<file path="src/rtl/qlearn_step_scheduler.sv">
// qlearn_step_scheduler
//
// Sequences the 4-stage Q-learning update pipeline for an 8x8 grid-world.
// Holds the agent state, draws a pseudo-random action from a 16-bit Galois
// LFSR, computes the wall-clamped next state and issues one
// state/action/next-state update per handshake. In-flight updates are
// tracked until stage-4 write-back. Episodes end at GOAL_S or after
// MAX_STEPS steps. After num_episodes episodes the block drains the
// pipeline and reports done.
//
// Optional feature: define QSCHED_HAZARD_EN to enable the read-after-write
// guard. When it is enabled, a request whose state or next state matches an
// update still in flight is held back until that update retires.
//
// Ports:
//   clk, rst       clock; synchronous active-high reset
//   start          one-cycle pulse, honoured only in IDLE or DONE
//   num_episodes   episode count, sampled at start
//   iss_valid/iss_ready, iss_state/iss_action/iss_next
//                  update request to pipeline stage 1
//   wb_valid       one pulse per stage-4 write-back, in issue order
//   busy, done     FSM status (ISSUE/DRAIN, DONE)
//   ep_count       completed episodes
//   step_count     steps taken in the current episode
//   err            sticky: write-back seen with nothing outstanding
module qlearn_step_scheduler #(
  parameter int unsigned         STATE_W    = 6,
  parameter int unsigned         STEP_W     = 8,
  parameter int unsigned         MAX_STEPS  = 255,
  parameter int unsigned         EP_W       = 16,
  parameter int unsigned         PIPE_DEPTH = 4,
  parameter logic [STATE_W-1:0]  START_S    = 6'd0,
  parameter logic [STATE_W-1:0]  GOAL_S     = 6'd63,
  parameter logic [15:0]         LFSR_SEED  = 16'hACE1
) (
  input  logic               clk,
  input  logic               rst,
  input  logic               start,
  input  logic [EP_W-1:0]    num_episodes,
  output logic               iss_valid,
  input  logic               iss_ready,
  output logic [STATE_W-1:0] iss_state,
  output logic [1:0]         iss_action,
  output logic [STATE_W-1:0] iss_next,
  input  logic               wb_valid,
  output logic               busy,
  output logic               done,
  output logic [EP_W-1:0]    ep_count,
  output logic [STEP_W-1:0]  step_count,
  output logic               err
);

  localparam int unsigned CNT_W = $clog2(PIPE_DEPTH + 1);

  typedef enum logic [1:0] {IDLE, ISSUE, DRAIN, DONE} state_e;

  state_e               state_q, state_d;
  logic [STATE_W-1:0]   s_q, s_d;
  logic [15:0]          lfsr_q, lfsr_d;
  logic [STEP_W-1:0]    step_q, step_d;
  logic [EP_W-1:0]      ep_q, ep_d;
  logic [EP_W-1:0]      neps_q, neps_d;
  logic [CNT_W-1:0]     out_q, out_d;
  logic                 err_q, err_d;
  logic                 busy_q, busy_d;
  logic                 done_q, done_d;

  logic [STATE_W-1:0]   next_s;
  logic                 hazard;
  logic                 fire;
  logic                 pop;

  // Grid coordinates of the current state.
  logic [2:0] row, col;
  assign row = s_q[5:3];
  assign col = s_q[2:0];

  // Wall-clamped move: a move off the grid leaves the agent in place.
  always_comb begin
    // NOTE: every combinational output gets a default first, so no path
    // through the block leaves it unassigned and no latch is inferred.
    next_s = s_q;
    unique case (lfsr_q[1:0])
      2'b00: if (col != 3'd0) next_s = {row, col - 3'd1};  // left
      2'b01: if (row != 3'd0) next_s = {row - 3'd1, col};  // up
      2'b10: if (col != 3'd7) next_s = {row, col + 3'd1};  // right
      2'b11: if (row != 3'd7) next_s = {row + 3'd1, col};  // down
    endcase
  end

`ifdef QSCHED_HAZARD_EN
  // Scoreboard of states issued but not yet written back, oldest in slot 0.
  logic [STATE_W-1:0] sb_q [PIPE_DEPTH];
  logic [STATE_W-1:0] sb_d [PIPE_DEPTH];
  logic [CNT_W-1:0]   wr_idx;

  always_comb begin
    hazard = 1'b0;
    for (int i = 0; i < PIPE_DEPTH; i++) begin
      if ((CNT_W'(i) < out_q) && ((sb_q[i] == s_q) || (sb_q[i] == next_s))) begin
        hazard = 1'b1;
      end
    end
  end

  // A simultaneous pop shifts everything down one slot before the push lands.
  always_comb begin
    sb_d   = sb_q;
    wr_idx = pop ? (out_q - CNT_W'(1)) : out_q;
    if (pop) begin
      for (int i = 0; i < PIPE_DEPTH - 1; i++) sb_d[i] = sb_q[i + 1];
    end
    for (int i = 0; i < PIPE_DEPTH; i++) begin
      if (fire && (CNT_W'(i) == wr_idx)) sb_d[i] = s_q;
    end
  end

  // NOTE: the scoreboard storage is deliberately not reset; slots at or
  // above out_q are never compared, so their contents are don't-care.
  always_ff @(posedge clk) begin
    sb_q <= sb_d;
  end
`else
  assign hazard = 1'b0;
`endif

  assign iss_valid = (state_q == ISSUE) && (out_q < CNT_W'(PIPE_DEPTH)) && !hazard;
  assign fire      = iss_valid && iss_ready;
  assign pop       = wb_valid && (out_q != '0);

  always_comb begin
    state_d = state_q;
    s_d     = s_q;
    lfsr_d  = lfsr_q;
    step_d  = step_q;
    ep_d    = ep_q;
    neps_d  = neps_q;
    out_d   = out_q;
    err_d   = err_q | (wb_valid && (out_q == '0));

    unique case ({fire, pop})
      2'b10:   out_d = out_q + CNT_W'(1);
      2'b01:   out_d = out_q - CNT_W'(1);
      default: out_d = out_q;
    endcase

    unique case (state_q)
      IDLE, DONE: begin
        if (start) begin
          neps_d  = num_episodes;
          s_d     = START_S;
          step_d  = '0;
          ep_d    = '0;
          state_d = (num_episodes == '0) ? DRAIN : ISSUE;
        end
      end
      ISSUE: begin
        if (fire) begin
          // Right-shift Galois form of x^16+x^14+x^13+x^11+1.
          lfsr_d = {1'b0, lfsr_q[15:1]} ^ (lfsr_q[0] ? 16'hB400 : 16'h0000);
          if ((next_s == GOAL_S) || (step_q == STEP_W'(MAX_STEPS - 1))) begin
            ep_d   = ep_q + EP_W'(1);
            step_d = '0;
            s_d    = START_S;
            if ((ep_q + EP_W'(1)) == neps_q) state_d = DRAIN;
          end else begin
            s_d    = next_s;
            step_d = step_q + STEP_W'(1);
          end
        end
      end
      DRAIN: begin
        if (out_q == '0) state_d = DONE;
      end
    endcase

    busy_d = (state_d == ISSUE) || (state_d == DRAIN);
    done_d = (state_d == DONE);
  end

  always_ff @(posedge clk) begin
    // NOTE: state is updated with non-blocking assignments so every flop
    // samples the pre-edge values regardless of statement order.
    if (rst) begin
      state_q <= IDLE;
      s_q     <= START_S;
      lfsr_q  <= LFSR_SEED;
      step_q  <= '0;
      ep_q    <= '0;
      neps_q  <= '0;
      out_q   <= '0;
      err_q   <= 1'b0;
      busy_q  <= 1'b0;
      done_q  <= 1'b0;
    end else begin
      state_q <= state_d;
      s_q     <= s_d;
      lfsr_q  <= lfsr_d;
      step_q  <= step_d;
      ep_q    <= ep_d;
      neps_q  <= neps_d;
      out_q   <= out_d;
      err_q   <= err_d;
      busy_q  <= busy_d;
      done_q  <= done_d;
    end
  end

  assign iss_state  = s_q;
  assign iss_action = lfsr_q[1:0];
  assign iss_next   = next_s;
  assign busy       = busy_q;
  assign done       = done_q;
  assign ep_count   = ep_q;
  assign step_count = step_q;
  assign err        = err_q;

endmodule

</file>
<file path="config.mk">
export PLATFORM = sky130hd
export DESIGN_NAME = qlearn_step_scheduler
export DESIGN_NICKNAME = d
export VERILOG_FILES = /design/src/rtl/qlearn_step_scheduler.sv
export SDC_FILE = /design/constraint.sdc
export NUM_CORES = 1
export LEC_CHECK = 0
export ABC_AREA = 1
export ABC_CLOCK_PERIOD_IN_PS = 3200
export CORE_MARGIN = 2
export CORE_UTILIZATION = 45
export DETAILED_ROUTE_END_ITERATION = 10
export GPL_ROUTABILITY_DRIVEN = 1
export PLACE_DENSITY = 0.69
export RECOVER_POWER = 25
export SYNTH_ARGS = -nofsm -noshare
export SYNTH_HDL_FRONTEND = slang
export SYNTH_SLANG_ARGS = --single-unit
</file>
<file path="constraint.sdc">
create_clock -name clk -period 3.2 [get_ports clk]
set_clock_uncertainty 0.2 [all_clocks]
set_input_delay 0.96 -clock clk [delete_from_list [all_inputs] [get_ports clk]]
set_output_delay 0.96 -clock clk [all_outputs]
set_load 0.01 [all_outputs]
</file>
**Yosys cells after proc, flatten, opt, wreduce, memory -nomap -nowiden**

Cells that the tools add are included.

- Bits in registers: 70
- Bits of input ports: 21
- Output and inout port bits: 42
- Word-level logic and storage cells: 86

- Add/subtract/negate cells: 8
- $lt $le $gt $ge: 1
- Eq/ne operators: 19
- Multiplexer cells: 26
- Bitwise gates (word level): 2
- Reduce and logical (&&, ||, !) cells: 20

Operators with widths:

| cell | count |
|---|---|
| 16-bit 2-to-1 mux | 4 |
| 16-bit one-hot mux with 2 select lines | 1 |
| 6-bit 2-to-1 mux | 5 |
| 8-bit 2-to-1 mux | 3 |
| 6-bit one-hot mux with 4 select lines | 1 |
| 16-bit by 1-bit adder with 16-bit output (second input constant) | 1 |
| 16-bit == test | 1 |
| 16-bit zero test | 1 |
| 8-bit one-hot mux with 2 select lines | 1 |
| 15-bit by 16-bit bitwise XOR with 16-bit output | 1 |
| 2-bit == test (second input constant) | 7 |
| 2-bit 2-to-1 mux | 6 |
| 6-bit one-hot mux with 2 select lines | 1 |
| 3-bit by 1-bit adder with 3-bit output (second input constant) | 3 |
| 3-bit nonzero test | 3 |
| 3-bit by 1-bit subtractor with 3-bit output (second input constant) | 3 |
| 8-bit by 1-bit adder with 8-bit output (second input constant) | 1 |
| 2-bit by 1-bit == test with 1-bit output (second input constant) | 4 |
| 8-bit == test (second input constant) | 1 |
| 6-bit == test (second input constant) | 1 |
| 3-bit 2-to-1 mux | 2 |
| 3-bit inequality test (second input constant) | 2 |
| 2-bit one-hot mux with 3 select lines | 1 |
| 3-bit one-hot mux with 2 select lines | 1 |
| 13 further kinds | 21 |

**Longest topological paths before layout**

Gate-level depths: netlist (run 1).

- Depth in word-level cells: 10
- Depth in mapped cells: 20
- Depth with buffers taken out: 20

**Worst setup path before layout (run 1)**

No wires, ideal clock.

- Path type: input port to flip-flop
- Start point: in iss_ready
- End point: reg out_q[2]
- Library setup time: 122 ps
- Arrival: 2395 ps
- Required time: 2878 ps
- Setup slack: 483 ps
- Stages on the path: 9
- Path buffers: 1
- Path through: nand2_1 -> clkbuf_1 -> ha_1 -> inv_1 -> fa_1 -> a21oi_1 -> o21ai_0 -> o21ai_0 -> a21oi_1

- Word-level cells in the longest chain between the ends: 3
- Elaborated cells on any way between the ends: 5
- Those cells by class: eq/ne (2); mux (1); reduce/logical (2)

RTL lines:

| element | line | text |
|---|---|---|
| from (decl) | 41 | `input logic iss_ready,` |
| 1-bit logical AND (*) | 128 | `assign fire = iss_valid && iss_ready;` |
| 2-bit by 1-bit == test with 1-bit output or 2-bit == test (tied branches) | 141 | `unique case ({fire, pop})` |
| 3-bit one-hot mux with 2 select lines or 2-bit nonzero test (tied branches) | n/a |  |
| to (signal assigned) | 202 | `out_q <= out_d;` |
| to (decl) | 63 | `logic [CNT_W-1:0] out_q, out_d;` |

Every way passes the cells marked *; elsewhere a longest branch is shown, timed or not.
A chain may end at the register's enable or synchronous reset.

**Final worst setup path (run 1)**

- Start point: reg s_q[3] (netlist: iss_state[3])
- End point: out iss_next[5]

- Word-level cells in the longest chain between the ends: 3
- Elaborated cells on any way between the ends: 7
- Those cells by class: add/sub (2); eq/ne (1); mux (3); reduce/logical (1)

RTL lines:

| element | line | text |
|---|---|---|
| from (decl) | 58 | `logic [STATE_W-1:0] s_q, s_d;` |
| from (signal assigned) | 186 | `s_q <= START_S;` |
| from (signal assigned) | 197 | `s_q <= s_d;` |
| 3-bit by 1-bit adder with 3-bit output, or another cell as far along | 87 | `2'b11: if (row != 3'd7) next_s = {row + 3'd1, col};` |
| 6-bit 2-to-1 mux (on tied branches) | 87, 85 |  |
| 6-bit one-hot mux with 4 select lines (*) | 83 | `unique case (lfsr_q[1:0])` |
| to (decl) | 44 | `output logic [STATE_W-1:0] iss_next,` |

Marks and branches as above.

==> run metrics, run 1 <==
status complete, no violations; Synth Warn # 0; DRT Pass-1 Iters 4; Slew headroom 46.22%; Non-Filler Instances 800; initial core utilization 46.74%; Top FF cell, synth dfxtp_1; final max-slew violation count 0; Cell Area, Synth 0.004096 mm2; Nets 722; CTS sink count 70; IO Pins 63; Mapped Cells 622; drt first-iter violations 241; antenna viol nets, final 0; Yosys reg bits 70; GP Congestion 0.9464; final wirelength 10,830 um; GR Overflow Total 0; initial antenna violation count 0; share of layout cells above drive strength 1 10.40%; Worst Setup Start Kind flip-flop; CTS Buf Count 9; residual DRC count 0; slowest stage cell, crit path clkdlybuf4s50_1; Die Footprint 0.009882 mm2; total power per unit cell area 765.3 mW/mm2; CTS Root Buffer Type clkbuf_8; Compound-Gate Fraction of Synth Area 14.94%; clock tree from TritonCTS built; RSZ-0062 raised after global routing no; critical path class reg -> out; post-layout min period 3.085 ns; number of synthesized flops with an enable pin 0; first-pass GRT wire length 18,450 um; Avg Cell Area, Syn 6.586 um2; critical path's most frequent cell inv_1; Post-Synth XOR/XNOR Area 0.6414%; Placed Cells 784; Via density 5.255; crit-path max FO 5; Worst-Skew Late Latency 0.36 ns; port bufs 62; Max clock buf depth 2; Worst Path Arrival 1.92 ns; area delta synth->final 24.01%; Cell variety after synth 39; endpoint class of the critical path output port; simple logic cell fraction of the synthesized area 35.92%; die height 99.41 um; Core Footprint 0.008763 mm2; syn nets 657; Peak VDD IR 0.0004081 V; count of final hold-check violations 0; Tightest Hold Check Type reg -> reg; register area share after synthesis 34.21%; actual slew at the worst max-slew pin 0.8067 ns; CP max stage delay 0.54 ns; Async SR Flop Fraction 0%; Synth Area in Adders 4.459%; period utilization 96.40%; Rows 34; post-synthesis mux area share 0%; dpl hpwl 8125 um; Ant. Diodes 0; Hold Slack 0.2573 ns; Setup-failing EPs final 0; overall routing resource usage 23.06%; largest net degree at the start of global routing 27; number of global-route vias before repair 4,006; Reg clk slew, reported paths 0.08 ns; Max-Cap Viols 0; via count 4,204; fmax 0.3242 GHz; Setup TNS 0 ns; die width 99.41 um; Critical Path, Cell by Cell inv_1 -> ha_1 -> nor3_2 -> nor2_2 -> inv_1 -> clkdlybuf4s50_1; Critical Path RT 2.04 ns; main combinational cell family by area after synthesis simple AND/OR/NAND/NOR gates; P_leak 0.002147 uW; WL per Instance 13.54 um; H-tree depth 3
[where the power goes]
part	switching, uW	internal (uW)	leakage [uW]
registers	173	1070	0.000575
logic	1110	688	0.00146
clock network	366	482	0.000116
total	1640	2240	0.00215
[routing by layer]
| layer | up-vias | track usage [%] | part of all wire, % |
|---|---|---|---|
| li1 | 2151 | - | - |
| met1 | 1918 | 30.66 | 47 |
| met2 | 119 | 37.58 | 46 |
| met3 | 16 | 4.146 | 5.8 |
| met4 | 0 | 8.325 | 1.5 |
| met5 | - | 0 | 0 |
[what timing repair did]
item / 4_1_cts / 5_1_grt
endpoints found under the setup margin: 3 / 5
gates resized for setup: 4 / 6
gates cloned: 0 / 0
hold buffers: 0 / 0
buffers inserted: 0 / 0
pin swaps: 0 / 0
[cell usage in the layout (no fill, tap or decap), types with 2 or more instances in the layout]
cell type / count
o21ai_1: 13
nand3b_1: 5
inv_2: 7
nand2_1: 167
dfxtp_2: 4
nand2_2: 5
or2_2: 3
nor2_2: 8
buf_4: 9
nor3_1: 5
nor2_1: 57
bufinv_16: 2
clkbuf_1: 3
clkdlybuf4s50_1: 55
ha_1: 13
dlymetal6s2s_1: 4
a21oi_1: 49
nand2_4: 2
a21oi_2: 11
xnor2_1: 2
nor2_4: 2
dlygate4sd3_1: 2
nand4_1: 9
nor4_1: 6
o211ai_1: 5
dfxtp_1: 66
or2_1: 2
o21ai_0: 26
nand3_1: 57
inv_1: 65
clkbuf_8: 11
[sequential cells by signal, summed over array words and instances, names as in the netlist]
name,count
ep_count,16
busy,1
state_q,2
err,1
iss_state,6
step_count,8
neps_q,16
lfsr_q,16
done,1
out_q,3
[Yosys cell counts (2+ instances only)]
library cell | number | area, um2
buf_6 | 2 | 22.52
nor4_1 | 6 | 37.54
a21oi_1 | 49 | 245.2
nor3_1 | 6 | 30.03
or2_2 | 3 | 18.77
nand4_1 | 9 | 56.30
or2_1 | 2 | 12.51
nand2_4 | 2 | 22.52
clkbuf_1 | 14 | 52.55
nand3b_1 | 5 | 37.54
o21ai_0 | 26 | 130.1
nand2_1 | 167 | 626.9
a21oi_2 | 11 | 96.34
nor2_1 | 57 | 214.0
o211ai_1 | 5 | 37.54
nor2_2 | 8 | 50.05
ha_1 | 13 | 162.7
nor2_4 | 2 | 22.52
o21ai_1 | 13 | 65.06
buf_4 | 3 | 22.52
inv_2 | 7 | 26.28
dfxtp_1 | 70 | 1401
nand2_2 | 5 | 31.28
nand3_1 | 57 | 285.3
xnor2_1 | 2 | 17.52
inv_1 | 65 | 244.0
[per-stage QoR]
step / worst slack, ns / instance area (um2) / power (uW) / utilization [%]
floorplan: 0.4831 / 4096 / 2513 / -
global placement: 0.1930 / 4840 / 3043 / 55.23
detailed placement: 0.1569 / 4840 / 3069 / 55.23
CTS: 0.008471 / 5075 / 3909 / 57.91
global route: 0.01239 / 5080 / 4191 / 57.97
finish: 0.1151 / 5080 / 3888 / 57.97
[layout make-up]
| cell class | count | area [um2] |
|---|---|---|
| Clock buffer | 11 | 151.4 |
| Inverter | 74 | 280.3 |
| Sequential cell | 70 | 1406 |
| Timing Repair Buffer | 75 | 728.2 |
| Fill cell | 814 | 3684 |
| Tap cell | 108 | 135.1 |
| Multi-Input combinational cell | 457 | 2297 |
| Clock inverter | 5 | 81.33 |
[worst paths after layout]
check | start | endpoint | slack, ns | depth (start not counted)
worst max-delay path | iss_state[3] | iss_next[5] | 0.12 | 6
worst min-delay path | lfsr_q[6] | lfsr_q[5] | 0.26 | 2
worst max register to register | ep_count[0] | busy | 0.36 | 17
worst min register to register | lfsr_q[6] | lfsr_q[5] | 0.26 | 2
[cell families (layout without fill, tap and decap cells)]
logic type	after synthesis	in the layout
adder cells (fa/ha/maj)	14	14
AO/OA/AOI/OAI	109	109
buffers and inverters	95	165
XOR/XNOR	3	3
AND/OR/NAND/NOR	331	331
flip-flops	70	70
[worst max-delay path: cells and delay by family (launching register included)]
family                   cells  cell delay [ns]
adder cells (fa/ha/maj)      1             0.22
buffers and inverters        3             0.70
flip-flops                   1             0.37
AND/OR/NAND/NOR              2             0.27
(Power assumes the default switching activity.)
==> run 2, diff against run 1 <==
Settings changed: ABC_AREA 1 to 0, PLACE_DENSITY 0.69 to 0.68.
==> run 2 against run 1 <==
  * Die area grew 0.47%
  * Area after synthesis is 0.49% higher
  * Core utilization increased by 2.1 points
==> run metrics, run 2 <==
Rows 34 (unchanged); Reg clk slew, reported paths 0.07 ns (about the same); die height 99.65 um (+0.24%); Hold Slack 0.2581 ns (+0.0007480 ns); CP top delay family simple AND/OR/NAND/NOR gates; commonest cells after routing, fill and taps aside nand2_1, dfxtp_1, clkdlybuf4s50_1, a21oi_1, buf_4; dpl hpwl 8259 um (+1.6%); CTS Hold Buffers Added 0 (unchanged); Ant. Diodes 0 (unchanged); first-pass GRT wire length 19,040 um (+3.2%); share of layout cells above drive strength 1 14.13% (+3.7 points); Peak VDD IR 0.0004496 V (+10%); Nets 654 (-9.4%); Tightest Hold Check Type reg -> reg; Critical Path RT 3.21 ns (+1.17 ns); most numerous cell in the Yosys netlist nand2_1; H-tree depth 3 (unchanged); final wirelength 11,570 um (+6.8%); Yosys top cell area share 34.04% (-0.17 points); Max clock buf depth 2 (unchanged); Max-Cap Viols 0 (unchanged); Via density 5.810 (+11%); via count 4,247 (+1.0%); Mapped Cells 533 (-14%); Die Footprint 0.009929 mm2 (+0.47%); number of synthesized flops with an enable pin 0 (unchanged); Worst Setup Start Kind input port; Design Power 2985 uW (-23%); Setup-failing EPs final 0 (unchanged); Yosys reg bits 70 (unchanged); IO Pins 63 (unchanged); synth cell count leaders nand2_1, dfxtp_1, a21oi_1; GR Overflow Total 0 (unchanged); clock tree from TritonCTS built; RSZ-0062 raised after global routing no; top cells by area, synth dfxtp_1, nand2_1, a21oi_1; die width 99.65 um (+0.24%); critical path class in -> reg; Cell variety after synth 68 (+74%); Setup TNS 0 ns (unchanged); antenna viol nets, final 0 (unchanged); Worst Path Buf+Inv 2 (-1); endpoint class of the critical path flip-flop; syn nets 568 (-14%); Critical Path, Cell by Cell clkdlybuf4s50_1 -> nand2b_1 -> nor2_2 -> inv_1 -> nor3_1 -> o211ai_1 -> nor4_2 -> nand4_2 -> a41o_1 -> ha_1 -> nor2b_1; area delta synth->final 28.57%; drt first-iter violations 255 (+5.8%); actual slew at the worst max-slew pin 0.7129 ns (-0.09378 ns); count of final hold-check violations 0 (unchanged); Non-Filler Instances 731 (-8.6%); overall routing resource usage 23.75% (+0.70 points); residual DRC count 0 (unchanged); CP max stage delay 0.48 ns (-0.06 ns); post-layout min period 3.049 ns (-0.03551 ns); CTS Root Buffer Type clkbuf_8; Core Footprint 0.008806 mm2 (+0.49%); commonest non-fill, non-tap cell in the layout nand2_1; port bufs 62 (unchanged); initial core utilization 46.75% (about the same); period utilization 95.29% (-1.1 points); Placed Cells 712 (-9.2%); CTS Buf Count 9 (unchanged); Top FF cell, synth dfxtp_1; slowest stage cell, crit path clkdlybuf4s50_1; initial antenna violation count 0 (unchanged); GP Congestion 0.9219 (-2.6%); status complete, no violations; register area share after synthesis 34.04% (-0.17 points); Worst Path Arrival 3.06 ns (+1.14 ns); final max-slew violation count 0 (unchanged); Avg Cell Area, Syn 7.723 um2 (+17%); filler instances 815 (+0.12%); Worst-Skew Late Latency 0.34 ns (-0.02 ns); WL per Instance 15.82 um (+17%); fmax 0.3279 GHz (+1.2%); largest net degree at the start of global routing 50 (+85%); total power per unit cell area 564.0 mW/mm2 (-26%); Cell Area, Synth 0.004116 mm2 (+0.49%); P_leak 0.002071 uW (-3.5%); CTS sink count 70 (unchanged); Synth Warn # 0 (unchanged); leading area contributor after synthesis dfxtp_1; Async SR Flop Fraction 0% (unchanged); Slew headroom 52.29% (+6.1 points); crit-path max FO 3 (-2); DRT Pass-1 Iters 5 (+1); number of global-route vias before repair 3,968 (-0.95%)
-- run 2: cell types whose count changed after synthesis, sizes merged, moves of 9 or more --
| cell | previous run | this run |
|---|---|---|
| o21ai | 40 | 16 |
| nor2b | 0 | 14 |
| a32oi | 0 | 9 |
| inv | 73 | 19 |
| buf | 7 | 18 |
| nand3 | 57 | 30 |
| nor2 | 68 | 19 |
| nor3 | 6 | 18 |
| a21oi | 60 | 51 |
| nand2 | 174 | 97 |
| xnor2 | 2 | 22 |
| and3 | 0 | 11 |
-- run 2: power by group --
group | total, uW | switching, uW | leakage [uW] | internal [uW]
Clock | 759 | 328 | 0.000106 | 431
Combinational | 1130 | 680 | 0.00140 | 448
Sequential | 1100 | 104 | 0.000570 | 994
-- run 2: final timing paths --
| path | startpoint | to | slack [ns] | depth (start not counted) |
|---|---|---|---|---|
| max | iss_ready | busy | 0.15 | 11 |
| min | lfsr_q[3] | lfsr_q[2] | 0.26 | 2 |
| max reg2reg | ep_count[7] | busy | 0.15 | 9 |
| min reg2reg | lfsr_q[3] | lfsr_q[2] | 0.26 | 2 |
-- run 2: per-layer routing --
layer	wire length (um)	track usage, %	up-vias
met1	5273	32.90	2017
met5	0	0	-
met2	5414	37.37	145
met4	174	7.692	0
li1	-	-	2070
met3	706	4.568	15
-- run 2: layout make-up --
class,instances,area (um2),share of cell area (%)
Clock buffer,10,127.6,2.411
Multi-Input combinational cell,406,2500,47.23
Inverter,19,71.32,1.348
Clock inverter,5,75.07,1.418
Tap cell,108,135.1,2.553
Sequential cell,70,1404,26.52
Timing Repair Buffer,113,979.7,18.51
-- run 2: per-stage QoR --
stage / utilization [%] / worst slack, ns / cell area [um2]
final: 60.10 / 0.1506 / 5293
after global routing: 60.10 / 0.01287 / 5293
after floorplan: - / 0.1006 / 4119
after global placement: 57.39 / -0.2754 / 5054
after detailed placement: 57.39 / -0.3863 / 5054
after CTS: 59.95 / 0.006028 / 5279
-- run 2: tightest hold or removal path, stage by stage, from the launching register on --
cell and delay, ns:
dfxtp_1 0.31, nand2_1 0.05, a21oi_1 0.05
-- run 2: logic make-up (layout without fill, tap and decap cells) --
family	after synthesis	in the layout	synth area share, %
compound gates	124	124	20.33
flops	70	70	34.04
fa+ha+maj	14	14	4.438
buf+inv	57	147	5.836
simple gates	237	237	28.69
mux	2	2	0.4863
xor+xnor	29	29	6.170
-- run 2: what timing repair did --
item                       CTS  global route
resized for setup            6            12
setup buffers                3             1
gates cloned                 0             0
setup endpoints to repair    7             6
pin swaps                    3             2
